--- src/rtl/apb_reg_slave_if.sv ---
// APB bus bundle between a requester and the apb_reg_slave completer.
interface apb_reg_slave_if;
  logic        psel;
  logic        penable;
  logic        pwrite;
  logic [31:0] paddr;
  logic [31:0] pwdata;
  logic [31:0] prdata;
  logic        pready;
  logic        pslverr;

  modport master (
    output psel, penable, pwrite, paddr, pwdata,
    input  prdata, pready, pslverr
  );

  modport slave (
    input  psel, penable, pwrite, paddr, pwdata,
    output prdata, pready, pslverr
  );
endinterface

--- src/rtl/apb_reg_slave.sv ---
// APB completer: CTRL/DATA0/DATA1 RW, SUM/STATUS RO, programmable wait states.
// Define APB_REG_SLAVE_PSLVERR_EN to drive pslverr and enable the ERR_CNT field.
module apb_reg_slave #(
  parameter logic [31:0] BASE_ADDR   = 32'h0000_0000,
  parameter int unsigned WAIT_CYCLES = 0
) (
  input  logic                  pclk,
  input  logic                  preset_n,
  apb_reg_slave_if.slave        apb,
  output logic [31:0]           ctrl_o,
  output logic [31:0]           sum_o
);

  localparam logic [3:0] WAIT_N = 4'(WAIT_CYCLES);

  typedef enum logic {
    ST_IDLE,
    ST_ACCESS
  } state_e;

  state_e      state_q;
  logic [3:0]  wait_cnt_q;

  logic [31:0] ctrl_q,  ctrl_d;
  logic [31:0] data0_q, data0_d;
  logic [31:0] data1_q, data1_d;
  logic [15:0] xfer_cnt_q, xfer_cnt_d;
  logic [7:0]  err_cnt;

  logic [32:0] sum_full;
  logic [31:0] status;
  logic [31:0] rdata;
  logic [2:0]  offset;
  logic        hit;
  logic        err;
  logic        pready;

  // Gating with ST_ACCESS keeps pready low while reset holds the FSM idle.
  assign pready = (state_q == ST_ACCESS) && apb.psel && apb.penable &&
                  (wait_cnt_q == WAIT_N);

  always_ff @(posedge pclk or negedge preset_n) begin
    if (!preset_n) begin
      state_q    <= ST_IDLE;
      wait_cnt_q <= '0;
    end else begin
      case (state_q)
        ST_IDLE: begin
          wait_cnt_q <= '0;
          if (apb.psel && !apb.penable) state_q <= ST_ACCESS;
        end
        ST_ACCESS: begin
          if (!apb.psel || pready) begin
            state_q    <= ST_IDLE;
            wait_cnt_q <= '0;
          end else if (apb.penable && (wait_cnt_q < WAIT_N)) begin
            wait_cnt_q <= wait_cnt_q + 4'd1;
          end
        end
        default: begin
          state_q    <= ST_IDLE;
          wait_cnt_q <= '0;
        end
      endcase
    end
  end

  assign sum_full = {1'b0, data0_q} + {1'b0, data1_q};
  assign status   = {xfer_cnt_q, err_cnt, 7'd0, sum_full[32]};

  assign hit    = (apb.paddr[31:5] == BASE_ADDR[31:5]) && (apb.paddr[1:0] == 2'b00);
  assign offset = apb.paddr[4:2];

  always_comb begin
    err   = 1'b0;
    rdata = '0;
    if (!hit) begin
      err = 1'b1;
    end else begin
      case (offset)
        3'd0: rdata = ctrl_q;
        3'd1: rdata = data0_q;
        3'd2: rdata = data1_q;
        3'd3: begin
          rdata = sum_full[31:0];
          err   = apb.pwrite;
        end
        3'd4: begin
          rdata = status;
          err   = apb.pwrite;
        end
        default: err = 1'b1;
      endcase
    end
  end

  assign apb.pready = pready;
  assign apb.prdata = (pready && !apb.pwrite && !err) ? rdata : '0;

  always_comb begin
    ctrl_d     = ctrl_q;
    data0_d    = data0_q;
    data1_d    = data1_q;
    xfer_cnt_d = xfer_cnt_q;
    if (pready && !err) begin
      xfer_cnt_d = xfer_cnt_q + 16'd1;
      if (apb.pwrite) begin
        case (offset)
          3'd0:    ctrl_d  = apb.pwdata;
          3'd1:    data0_d = apb.pwdata;
          3'd2:    data1_d = apb.pwdata;
          default: ;
        endcase
      end
    end
  end

  always_ff @(posedge pclk or negedge preset_n) begin
    if (!preset_n) begin
      ctrl_q     <= '0;
      data0_q    <= '0;
      data1_q    <= '0;
      xfer_cnt_q <= '0;
    end else begin
      ctrl_q     <= ctrl_d;
      data0_q    <= data0_d;
      data1_q    <= data1_d;
      xfer_cnt_q <= xfer_cnt_d;
    end
  end

`ifdef APB_REG_SLAVE_PSLVERR_EN
  logic [7:0] err_cnt_q;

  always_ff @(posedge pclk or negedge preset_n) begin
    if (!preset_n) begin
      err_cnt_q <= '0;
    end else if (pready && err && (err_cnt_q != 8'hFF)) begin
      err_cnt_q <= err_cnt_q + 8'd1;
    end
  end

  assign err_cnt     = err_cnt_q;
  assign apb.pslverr = pready && err;
`else
  assign err_cnt     = '0;
  assign apb.pslverr = 1'b0;
`endif

  assign ctrl_o = ctrl_q;
  assign sum_o  = sum_full[31:0];

endmodule

--- src/flat_wrapper.sv ---
// flat-port wrapper written by rule: the top's interface ports become plain ports
module apb_reg_slave_flat 
#(
  parameter logic [31:0] BASE_ADDR   = 32'h0000_0000,
  parameter int unsigned WAIT_CYCLES = 0
)
  (pclk, preset_n, ctrl_o, sum_o, apb_psel, apb_penable, apb_pwrite, apb_paddr, apb_pwdata, apb_prdata, apb_pready, apb_pslverr);
  apb_reg_slave_if apb_i ();
  input  logic pclk;
  input  logic preset_n;
  output logic [31:0] ctrl_o;
  output logic [31:0] sum_o;
  input wire logic [$bits(apb_i.psel)-1:0] apb_psel;
  input wire logic [$bits(apb_i.penable)-1:0] apb_penable;
  input wire logic [$bits(apb_i.pwrite)-1:0] apb_pwrite;
  input wire logic [$bits(apb_i.paddr)-1:0] apb_paddr;
  input wire logic [$bits(apb_i.pwdata)-1:0] apb_pwdata;
  output wire logic [$bits(apb_i.prdata)-1:0] apb_prdata;
  output wire logic [$bits(apb_i.pready)-1:0] apb_pready;
  output wire logic [$bits(apb_i.pslverr)-1:0] apb_pslverr;
  assign apb_i.psel = apb_psel;
  assign apb_i.penable = apb_penable;
  assign apb_i.pwrite = apb_pwrite;
  assign apb_i.paddr = apb_paddr;
  assign apb_i.pwdata = apb_pwdata;
  assign apb_prdata = apb_i.prdata;
  assign apb_pready = apb_i.pready;
  assign apb_pslverr = apb_i.pslverr;
  apb_reg_slave #(.BASE_ADDR(BASE_ADDR), .WAIT_CYCLES(WAIT_CYCLES)) u_core (.pclk(pclk), .preset_n(preset_n), .apb(apb_i), .ctrl_o(ctrl_o), .sum_o(sum_o));
endmodule
--- config.mk ---
export PLATFORM = sky130hd
export DESIGN_NAME = apb_reg_slave_flat
export DESIGN_NICKNAME = d
export VERILOG_FILES = /design/src/rtl/apb_reg_slave_if.sv /design/src/rtl/apb_reg_slave.sv /design/src/flat_wrapper.sv
export SDC_FILE = /design/constraint.sdc
export NUM_CORES = 1
export LEC_CHECK = 0
export ABC_AREA = 1
export BUFFER_PORTS_ARGS = -buffer_cell sky130_fd_sc_hd__buf_2
export CAP_MARGIN = 15
export CELL_PAD_IN_SITES_DETAIL_PLACEMENT = 2
export CELL_PAD_IN_SITES_GLOBAL_PLACEMENT = 2
export CORE_MARGIN = 1
export CORE_UTILIZATION = 27
export DETAILED_ROUTE_END_ITERATION = 10
export GPL_ROUTABILITY_DRIVEN = 0
export PLACE_DENSITY = 0.82
export RECOVER_POWER = 25
export SETUP_SLACK_MARGIN = 0.05
export SLEW_MARGIN = 30
export SYNTH_ARGS = -nofsm -noshare
export SYNTH_HDL_FRONTEND = slang
export SYNTH_SLANG_ARGS = --single-unit
--- constraint.sdc ---
create_clock -name pclk -period 1.95 [get_ports pclk]
set_input_delay 0.195 -clock pclk [delete_from_list [all_inputs] [get_ports pclk]]
set_output_delay 0.195 -clock pclk [all_outputs]
set_load 0.005 [all_outputs]
* Yosys cells after proc, flatten, opt, wreduce, memory -nomap -nowiden
Cells that the tools add are included.
** Word-level totals
- Output and inout port bits :: 98
- Input bits :: 69
- Register bits after elaboration :: 117
** Operators by class
- Order comparisons :: 1
- Reductions and logical operators :: 23
- Eq/ne operators :: 5
- Bitwise gates (word level) :: 1
- Mux-type cells :: 11
- Add/subtract/negate cells :: 3
** Operator list (count)
- 32-bit case mux with 5 select lines :: 1
- 32-bit two-way mux :: 2
- 32-bit by 32-bit adder with 33-bit output :: 1
- 27-bit logical NOT :: 1
- 16-bit by 1-bit adder with 16-bit output, second input constant :: 1
- 1-bit logical AND :: 9
- 3-bit AND reduction :: 3
- 4-bit two-way mux :: 2
- 4-bit case mux with 2 select lines :: 1
- 3-bit by 2-bit equality test with 1-bit output, second input constant :: 2
- 4-bit by 1-bit adder with 4-bit output, second input constant :: 1
- 1-bit logical NOT :: 4
- 4-bit logical NOT :: 1
- 4-bit by 1-bit less-than comparator with 1-bit output, second input constant :: 1
- 1-bit case mux with 2 select lines :: 2
- 3-bit by 1-bit equality test with 1-bit output, second input constant :: 1
- 3-bit equality test, second input constant :: 1
- 3-bit logical NOT :: 1
- 1-bit two-way mux :: 3
- 3-bit inequality test, second input constant :: 1
- 3-bit OR reduction :: 1
- 2-bit logical NOT :: 1
- 2-bit OR reduction :: 1
- 1-bit logical OR :: 1
- 1-bit inverter :: 1

* Depth between registers and ports, before layout
Gate-level depths: netlist of run 1.
- Depth in word-level cells :: 7
- Mapped depth :: 13
- Mapped depth without buffers :: 13

* Worst setup path before layout of run 1
OpenSTA, ideal clock, no wires.
- Path kind :: register -> output
- Start point :: register u_core.data1_q[0]
- End point :: output port apb_prdata[16]
- Data arrival time :: 1991 ps
- Buffers on the path :: 0
- Setup slack :: -236 ps
- Cell stages (with the launch flop) :: 12
- Path through :: dfrtp_1 ha_1 inv_1 fa_1 o21ai_0 nand2_1 nand2_1 nand2_1 nand2_1 xor2_1 nand2_1 a21oi_1
** Between the ends
- Cells in the longest elaborated chain, start to end :: 4
** Ends and longest elaborated chain
- start, declared :: RTL line apb_reg_slave.sv:26 : logic [31:0] data1_q, data1_d;
- start signal, assigned :: RTL line apb_reg_slave.sv:127 : data1_q <= data1_d;
- 32-bit by 32-bit adder with 33-bit output :: RTL line apb_reg_slave.sv:68 : assign sum_full = {1'b0, data0_q} + {1'b0, data1_q};
- via sum_o[16] :: RTL line flat_wrapper.sv:12 : output logic [31:0] sum_o;
- 32-bit case mux with 5 select lines :: RTL line apb_reg_slave.sv:80 : case (offset)
- 32-bit two-way mux :: RTL line apb_reg_slave.sv:77 : if (!hit) begin
- 32-bit two-way mux :: RTL line apb_reg_slave.sv:98 : assign apb.prdata = (pready && !apb.pwrite && !err) ? rdata : '0;
- end, declared :: RTL line flat_wrapper.sv:18 : output wire logic [$bits(apb_i.prdata)-1:0] apb_prdata;
The timed path passes the listed nets, and every way through them passes these cells.

* Final worst setup path of run 1
- Start point :: register u_core.data1_q[0]
- End point :: output port apb_prdata[10]
** Between the ends
- Cells in the longest elaborated chain, start to end :: 4
** Ends and longest elaborated chain (RTL line)
- 32-bit by 32-bit adder with 33-bit output :: apb_reg_slave.sv:68
- 32-bit case mux with 5 select lines :: apb_reg_slave.sv:80
- 32-bit two-way mux :: apb_reg_slave.sv:77
- 32-bit two-way mux :: apb_reg_slave.sv:98
Every way passes these cells.

==> impl_metrics.env, run 1 <==
export IMPL_outcome="complete, but fails checks"
export IMPL_violations="setup timing"
export IMPL_insertion_delay_ns=0.48
export IMPL_die_area_sq_um=31400
export IMPL_hpwlAfterDp_um=34500
export IMPL_synth_seq_area_share_pct=34.1
export IMPL_dr_pass1_iters=5
export IMPL_yosys_cell_types_count=40
export IMPL_setup_viol=71
export IMPL_cap_violations=0
export IMPL_min_from="apb_pwdata[2]"
export IMPL_fin_crit_ns=3.09
export IMPL_cts_tree="built"
export IMPL_ant_nets=0
export IMPL_ios=167
export IMPL_critPathKind="reg -> out"
export IMPL_num_rows=63
export IMPL_preCtsSetupSlack_ns=-0.627
export IMPL_core_area_sq_um=30000
export IMPL_vias=12673
export IMPL_avgSynthCellArea_sq_um=6.51
export IMPL_start_kind="flop"
export IMPL_critical_path_arrival_ns=2.90
export IMPL_period_share_pct=159
export IMPL_htree_levels=4
export IMPL_placed_cells=1965
export IMPL_path_clk_slew_ns=0.07
export IMPL_cp_end_kind="primary output"
export IMPL_r2r_start="u_core.state_q$_DFF_PN0_"
export IMPL_required_ns=1.75
export IMPL_grt_overflow_total=0
export IMPL_drcViolationCount=0
export IMPL_tightest_slew_ns=0.995
export IMPL_start_util_pct=27.7
export IMPL_r2r_end="u_core.data0_q[12]$_DFFE_PN0P_"
export IMPL_grt_pass1_vias=13464
export IMPL_syn_cell_area_sq_um=8290
export IMPL_yosysWarnings=0
export IMPL_die_width_um=177
export IMPL_cts_buffer_depth=2
export IMPL_grtUsageTotal_pct=41.6
export IMPL_antenna_found_initial=8
export IMPL_maxSlewHeadroom_pct=33.6
export IMPL_leakage_nw=7.87
export IMPL_grt_pass1_wl_um=94300
export IMPL_syn_num_nets=1376
export IMPL_setup_ws_ns=-1.14
export IMPL_drtIter0Drc=1320
export IMPL_skew_ns=0.0141
export IMPL_min_path_type="in -> reg"
export IMPL_power_density_nw_per_um2=436
export IMPL_drive_above_1_share_pct=49.2
export IMPL_hold_end="u_core.data1_q[2]$_DFFE_PN0P_"
export IMPL_wirelength_um=74200
export IMPL_wire_per_inst_um=35.9
export IMPL_critPathMaxFanout=3
export IMPL_nets=1765
export IMPL_dieHeight_um=177
export IMPL_fin_util_pct=48.3
export IMPL_via_per_inst=6.13
export IMPL_io_buffers=165
export IMPL_slew_violations=0
export IMPL_hold_slack_ns=0.0438
export IMPL_synth_seq_cells=113
export IMPL_grt_setup_unrepaired="true"
export IMPL_max_freq_mhz=323
export IMPL_peakVddDrop_mv=0.713
export IMPL_r2r_cells=9
export IMPL_root_buffer="clkbuf_16"
export IMPL_grt_max_degree=39
export IMPL_cts_sinks=113
export IMPL_hold_depth=3
export IMPL_synthToLayoutAreaGrowth_pct=74.6
export IMPL_finalSetupTns_ns=-55.04
export IMPL_rrSetupSlack_ns=-0.14
export IMPL_report_final_hold_viol_count=0
export IMPL_numCtsBuffers=17
export IMPL_syn_inst=1273
export IMPL_final_cell_count_no_fill=2067
[metal layers]
layer | part of all wire [%] | GRT usage [%]
met1 | 37 | 48.9
met2 | 45 | 69.4
met3 | 9.0 | 9.71
met4 | 8.2 | 22.7
met5 | 0.093 | 0
[placed cells by master, fill, tap and decap left out, types with 20 or more instances in the layout]
cell type,instances
nand3_2,28
inv_2,22
buf_6,54
dfrtp_1,94
nand2_2,108
buf_4,190
ha_4,30
a21oi_1,20
inv_1,128
nand3_1,108
o21ai_0,21
nor2_1,44
buf_2,144
nand2_4,40
a21oi_2,30
nand2_1,355
clkbuf_16,24
[worst max path at each step]
stage                             startpoint        endpoint  slack [ns]  cells past startpoint
5_1_grt        u_core.data1_q[0]$_DFFE_PN0P_  apb_prdata[10]       -1.18                     13
3_3_place_gp   u_core.data1_q[0]$_DFFE_PN0P_  apb_prdata[10]       -0.44                     13
2_1_floorplan  u_core.data1_q[0]$_DFFE_PN0P_  apb_prdata[16]       -0.01                     11
6_report       u_core.data1_q[0]$_DFFE_PN0P_  apb_prdata[10]       -1.14                     13
4_1_cts        u_core.data0_q[0]$_DFFE_PN0P_  apb_prdata[16]       -0.91                     12
3_5_place_dp   u_core.data1_q[2]$_DFFE_PN0P_  apb_prdata[31]       -0.63                     13
[flip-flops by register name, indices dropped and copies added, names as in the netlist]
name and flops:
u_core.ctrl_o 32, u_core.data0_q 32, u_core.data1_q 32, u_core.state_q 1
u_core.xfer_cnt_q 16
[critical path, cell delays in order, from the launching register on]
cell and delay [ns]:
dfrtp_1 0.44, ha_4 0.19, inv_4 0.04, fa_2 0.46, inv_2 0.12, nand2_2 0.08, nand3_4 0.14, nand2_4 0.09
nand2_8 0.13, xor2_4 0.22, buf_6 0.14, nand2_1 0.06, a21oi_1 0.16, buf_2 0.15
[report_power, final]
| group | internal, W | total (W) | switching, W |
|---|---|---|---|
| Clock | 0.00207 | 0.00358 | 0.00151 |
| Sequential | 0.00234 | 0.00234 | 0.000000514 |
| Combinational | 0.000110 | 0.000381 | 0.000271 |
[per-stage QoR]
stage | cell area, sq um | power, W
finish | 14500 | 0.00631
global route | 14500 | 0.00639
CTS | 13500 | 0.00612
detailed placement | 11000 | 0.00272
global placement | 11000 | 0.00271
floorplan | 8330 | 0.00247
[timing repair]
item / CTS / global route
hold endpoints to repair: 89 / 0
endpoints found under the setup margin: 71 / 144
hold buffers: 3 / 0
pin swaps: 83 / 57
setup buffers: 41 / 19
cloned: 0 / 9
gates resized for setup: 375 / 170
[Yosys cell counts, drive strengths merged]
master   instances  share of area, %
ha              33               5.0
nand2          512                23
buf             28               2.1
o22ai            1             0.075
or2              1             0.075
a21o             1             0.091
clkinv           1             0.045
dfrtp          113                34
nor2            72               3.3
nand3          141               8.5
o21ai           23               1.4
a221oi          17               1.8
nor3            13              0.92
nor3b            1              0.15
a21oi           63               3.8
a22o            10               1.1
conb             1             0.045
and3             1             0.075
fa               1              0.24
nand4            9              0.68
nand3b           5              0.45
nor4             3              0.23
inv            154               7.0
and2            17               1.3
o2111ai          1              0.11
a22oi            1             0.091
o21bai           2              0.18
a31oi            1             0.075
clkbuf          19              0.86
xor2            25               2.6
xnor2            3              0.32
[kinds of logic (layout without fill, tap and decap cells)]
| kind of cell | count (synthesis) | after routing | synth area share [%] |
|---|---|---|---|
| AO/OA/AOI/OAI | 120 | 120 | 8.71 |
| flip-flops | 113 | 113 | 34.1 |
| other | 1 | 3 | 0.0452 |
| buffers and inverters | 202 | 604 | 10.0 |
| XOR/XNOR | 28 | 28 | 2.96 |
| AND/OR/NAND/NOR | 775 | 775 | 39.0 |
| adder cells (fa/ha/maj) | 34 | 34 | 5.22 |
[layout make-up]
| type | count | area (sq um) |
|---|---|---|
| Clock inverter | 13 | 160 |
| Multi-Input combinational cell | 958 | 6640 |
| Tap cell | 390 | 488 |
| Antenna cell | 2 | 5.00 |
| Inverter | 155 | 594 |
| Clock buffer | 19 | 453 |
| Timing Repair Buffer | 417 | 3280 |
| Fill cell | 3327 | 15500 |
| Sequential cell | 113 | 2850 |
Power figures use the tool's default switching activity.
==> run 2: changes to the inputs <==
--- a/config.mk
+++ b/config.mk
@@ -16,6 +16,7 @@
 export GPL_ROUTABILITY_DRIVEN = 0
 export PLACE_DENSITY = 0.82
 export RECOVER_POWER = 25
+export REMOVE_ABC_BUFFERS = 1
 export SETUP_SLACK_MARGIN = 0.05
 export SLEW_MARGIN = 30
 export SYNTH_ARGS = -nofsm -noshare
==> impl_metrics.env, run 2 (synthesis results as in run 1) <==
export IMPL_outcome="complete, but fails checks"
export IMPL_violations="hold timing, setup timing"
export IMPL_mostFrequentLayoutCell="nand2_1"
export IMPL_ant_nets=0
export IMPL_leakage_nw=7.95
export IMPL_setup_ws_ns=-1.17
export IMPL_wire_per_inst_um=33.0
export IMPL_report_final_hold_viol_count=1
export IMPL_antenna_found_initial=4
export IMPL_die_area_sq_um=31400
export IMPL_cap_violations=0
export IMPL_cts_sinks=113
export IMPL_drcViolationCount=0
export IMPL_wirelength_um=68400
export IMPL_fin_crit_ns=3.12
export IMPL_io_buffers=165
export IMPL_rrSetupSlack_ns=-0.08
export IMPL_post_dp_cell_area_sq_um=10800
export IMPL_cts_tree="built"
export IMPL_critical_path_arrival_ns=2.93
export IMPL_grt_pass1_vias=13257
export IMPL_num_rows=63
export IMPL_die_width_um=177
export IMPL_start_kind="flop"
export IMPL_dr_pass1_iters=5
export IMPL_via_per_inst=5.93
export IMPL_drive_above_1_share_pct=48.1
export IMPL_min_path_type="in -> reg"
export IMPL_skew_ns=0.0155
export IMPL_hpwlAfterDp_um=30700
export IMPL_fin_total_pwr_w=0.00632
export IMPL_cts_buffer_depth=2
export IMPL_finalSetupTns_ns=-54.41
export IMPL_max_freq_mhz=320
export IMPL_grt_setup_unrepaired="true"
export IMPL_grt_pass1_wl_um=88100
export IMPL_setup_viol=66
export IMPL_tightest_slew_ns=1.22
export IMPL_root_buffer="clkbuf_16"
export IMPL_critPathMaxFanout=3
export IMPL_critPathKind="reg -> out"
export IMPL_nets=1769
export IMPL_htree_levels=4
export IMPL_ios=167
export IMPL_numCtsBuffers=17
export IMPL_grt_max_degree=114
export IMPL_peakVddDrop_mv=0.610
export IMPL_required_ns=1.75
export IMPL_grt_overflow_total=0
export IMPL_period_share_pct=160
export IMPL_grtUsageTotal_pct=38.3
export IMPL_final_cell_mix="nand2_1 (365), buf_4 (188), buf_2 (136)"
export IMPL_insertion_delay_ns=0.48
export IMPL_core_area_sq_um=30000
export IMPL_hold_slack_ns=-0.000488
export IMPL_cp_end_kind="primary output"
export IMPL_power_density_nw_per_um2=439
export IMPL_placed_cells=1956
export IMPL_path_clk_slew_ns=0.08
export IMPL_maxSlewHeadroom_pct=18.6
export IMPL_slew_violations=0
export IMPL_synthToLayoutAreaGrowth_pct=73.8
export IMPL_start_util_pct=27.7
export IMPL_drtIter0Drc=1185
export IMPL_fin_area_sq_um=14400
export IMPL_vias=12277
export IMPL_final_cell_count_no_fill=2071
export IMPL_dieHeight_um=177
## run 2: cell count changes in the layout (fill, tap and decap cells not counted), sizes merged
| cell | change |
|---|---|
| buf | +12 |
| clkbuf | -8 |
## run 2: what timing repair did
| item | 4_1_cts | 5_1_grt |
|---|---|---|
| buffers inserted | 40 | 52 |
| hold endpoints to repair | 114 | 0 |
| pin swaps | 91 | 66 |
| endpoints found under the setup margin | 63 | 84 |
| hold buffers | 3 | 0 |
| gates resized for setup | 353 | 201 |
## run 2: routing by layer
metal,wire length [um],vias up,track usage [%]
li1,-,4830,-
met1,25700,6271,42.1
met4,5080,6,23.5
met2,32600,820,65.7
met3,5000,350,10.1
met5,33,-,0
## run 2: worst paths after layout
kind / cells after the start / end / from
setup / recovery: 12 / apb_prdata[16] / u_core.data0_q[1]$_DFFE_PN0P_
hold / removal: 3 / u_core.ctrl_o[31]$_DFFE_PN0P_ / apb_pwdata[31]
setup reg to reg: 6 / u_core.xfer_cnt_q[13]$_DFFE_PN0P_ / u_core.xfer_cnt_q[7]$_DFFE_PN0P_
hold reg to reg: 2 / u_core.ctrl_o[23]$_DFFE_PN0P_ / u_core.ctrl_o[23]$_DFFE_PN0P_
max in group asynchronous: 3 / u_core.data1_q[5]$_DFFE_PN0P_ / preset_n
min in group asynchronous: 3 / u_core.data1_q[31]$_DFFE_PN0P_ / preset_n
## run 2: report_power, final
| group | leakage, nW | switching [W] | internal (W) |
|---|---|---|---|
| sequential | 1.52 | 0.000000247 | 0.00234 |
| clock | 0.282 | 0.00158 | 0.00205 |
| combinational | 6.14 | 0.000246 | 0.000102 |
## run 2: critical path: stages (launching register included)
cell     delay (ns)
dfrtp_1        0.46
inv_1          0.18
fa_2           0.46
o21ai_2        0.16
buf_6          0.14
nand2_4        0.06
nand2_4        0.09
nand2_4        0.05
nand2_4        0.09
xor2_4         0.18
nand2_1        0.14
a21oi_2        0.27
buf_2          0.17
## run 2: final cells by class
cell class                 instances  area [sq um]
antenna                            2          5.00
inverter                         155           599
fill                            3389         15500
clock inverter                    13           160
clock buffer                      19           443
timing repair buffer             421          3310
multi-input combinational        958          6570
sequential                       113          2840
tap                              390           488
## run 2: through the flow
step / worst slack [ns] / util (%)
final: -1.17 / 48.1
after detailed placement: -0.590 / 36.2
after CTS: -0.990 / 44.2
after global placement: -0.428 / 36.2
after global routing: -1.21 / 48.1
after floorplan: -3.42 / -
==> run 3: changes to the inputs <==
--- a/config.mk
+++ b/config.mk
@@ -14,6 +14,7 @@
 export CORE_UTILIZATION = 27
 export DETAILED_ROUTE_END_ITERATION = 10
 export GPL_ROUTABILITY_DRIVEN = 0
+export MAX_ROUTING_LAYER = met4
 export PLACE_DENSITY = 0.82
 export RECOVER_POWER = 25
 export REMOVE_ABC_BUFFERS = 1
==> impl_metrics.env, run 3 (synthesis results as in run 1) <==
export IMPL_hold_end="u_core.ctrl_o[13]$_DFFE_PN0P_"
export IMPL_cap_violations=0
export IMPL_hold_slack_ns=-0.0159
export IMPL_grt_overflow_total=0
export IMPL_grt_max_degree=114
export IMPL_fillerInstances=3367
export IMPL_period_share_pct=157
export IMPL_regArea_sq_um=2840
export IMPL_peakVddDrop_mv=0.652
export IMPL_grt_pass1_wl_um=87900
export IMPL_grt_setup_unrepaired="true"
export IMPL_skew_ns=0.0139
export IMPL_synthToLayoutAreaGrowth_pct=72.8
export IMPL_report_final_hold_viol_count=2
export IMPL_preCtsSetupSlack_ns=-0.590
export IMPL_power_frac_seq_pct=36.7
export IMPL_dr_pass1_iters=6
export IMPL_multiInputGateArea_sq_um=6550
export IMPL_max_freq_mhz=326
export IMPL_p_comb_share_pct=5.5
export IMPL_rrSetupSlack_ns=0
export IMPL_final_cell_count_no_fill=2067
export IMPL_leakage_nw=7.96
export IMPL_grt_pass1_vias=13245
export IMPL_num_rows=63
export IMPL_fin_crit_ns=3.07
export IMPL_dieHeight_um=177
export IMPL_setup_viol=63
export IMPL_cp_common_cell="nand3_2"
export IMPL_min_from="apb_pwdata[13]"
export IMPL_slew_violations=0
export IMPL_drive_above_1_share_pct=47.7
export IMPL_htree_levels=4
export IMPL_insertion_delay_ns=0.50
export IMPL_hold_depth=3
export IMPL_start_kind="flop"
export IMPL_switchingPower_w=0.00189
export IMPL_critPathMaxFanout=4
export IMPL_drtIter0Drc=1160
export IMPL_nets=1764
export IMPL_fin_total_pwr_w=0.00638
export IMPL_numCtsBuffers=17
export IMPL_hpwlAfterDp_um=30700
export IMPL_path_cells="ha_4, nand2_2, nor2_2, nand2_1, nor2_1, nand2_4, nand3_2, nand3_2, a21oi_2, buf_2"
export IMPL_critical_path_depth=10
export IMPL_cts_buffer_depth=2
export IMPL_root_buffer="clkbuf_16"
export IMPL_fin_area_sq_um=14300
export IMPL_cpPeakStageDelay_ns=0.46
export IMPL_r2r_start="u_core.state_q$_DFF_PN0_"
export IMPL_outcome="complete, but fails checks"
export IMPL_cts_sinks=113
export IMPL_critPathKind="reg -> out"
export IMPL_pwr_share_clk_pct=57.8
export IMPL_required_ns=1.75
export IMPL_cpMaxStageDelayCell="dfrtp_2"
export IMPL_ios=167
export IMPL_maxSlewHeadroom_pct=18.6
export IMPL_antenna_found_initial=3
export IMPL_power_density_nw_per_um2=445
export IMPL_start_util_pct=27.7
export IMPL_path_clk_slew_ns=0.08
export IMPL_vias=12244
export IMPL_placed_cells=1956
export IMPL_ant_nets=0
export IMPL_min_path_type="in -> reg"
export IMPL_post_dp_cell_area_sq_um=10800
export IMPL_final_cell_mix="nand2_1 (368), buf_4 (186), buf_2 (139)"
export IMPL_cp_end_kind="primary output"
export IMPL_crit_buf_inv=1
export IMPL_tightest_slew_ns=1.22
export IMPL_io_buffers=165
export IMPL_setup_ws_ns=-1.12
export IMPL_die_width_um=177
export IMPL_critical_path_arrival_ns=2.87
export IMPL_wire_per_inst_um=33.3
export IMPL_drcViolationCount=0
export IMPL_mostFrequentLayoutCell="nand2_1"
export IMPL_r2r_cells=9
export IMPL_cp_top_family="simple AND/OR/NAND/NOR gates"
export IMPL_wirelength_um=68800
export IMPL_die_area_sq_um=31400
export IMPL_cts_tree="built"
export IMPL_violations="hold timing, setup timing"
export IMPL_sw_frac_of_total_pct=29.6
export IMPL_r2r_end="u_core.data1_q[19]$_DFFE_PN0P_"
export IMPL_grtUsageTotal_pct=39.4
export IMPL_p_int_w=0.00449
export IMPL_via_per_inst=5.92
export IMPL_core_area_sq_um=30000
## run 3: layout make-up
type,count,share of cell area [%]
diodes,3,0.0524
clock buffers,19,3.09
clock inverters,13,1.12
inverters,155,4.18
multi-input cells,958,45.7
flip-flops and latches,113,19.8
well taps,390,3.41
repair buffers,416,22.6
## run 3: worst max path at each step
stage	start	end
after floorplan	apb_paddr[4]	u_core.ctrl_o[0]$_DFFE_PN0P_
after global placement	u_core.data1_q[0]$_DFFE_PN0P_	apb_prdata[30]
after detailed placement	u_core.data1_q[0]$_DFFE_PN0P_	apb_prdata[20]
after CTS	u_core.data1_q[0]$_DFFE_PN0P_	apb_prdata[24]
after global routing	u_core.data1_q[0]$_DFFE_PN0P_	apb_prdata[10]
final	u_core.data0_q[19]$_DFFE_PN0P_	apb_prdata[30]
## run 3: through the flow
stage,utilization [%],setup TNS [ns]
finish,47.8,-56.30
CTS,44.2,-45.14
global placement,36.2,-14.58
floorplan,-,-330.43
global route,47.8,-58.19
detailed placement,36.2,-27.78
## run 3: tightest hold or removal path, delay by kind of cell
family	cells	cell delay, ns
AND/OR/NAND/NOR	2	0.13
buffers and inverters	1	0.13
## run 3: per-layer routing
layer  wire length (um)  GRT usage (%)
met1              26000           42.8
met2              33000           65.6
met3               5140           8.29
met4               4670           24.0
met5                  0              -
## run 3: power by group through the flow
stage	clock (W)	sequential, W	combinational, W
2_1_floorplan	0	0.00239	0.0000688
3_3_place_gp	0	0.00239	0.000302
3_5_place_dp	0	0.00239	0.000314
4_1_cts	0.00352	0.00234	0.000326
5_1_grt	0.00372	0.00234	0.000361
6_report	0.00369	0.00234	0.000348
## run 3: repair_timing
item	4_1_cts	5_1_grt
hold endpoints to repair	114	0
pin swaps	91	60
endpoints found under the setup margin	63	84
hold buffers	3	0
buffers inserted	40	46
resized for setup	353	194
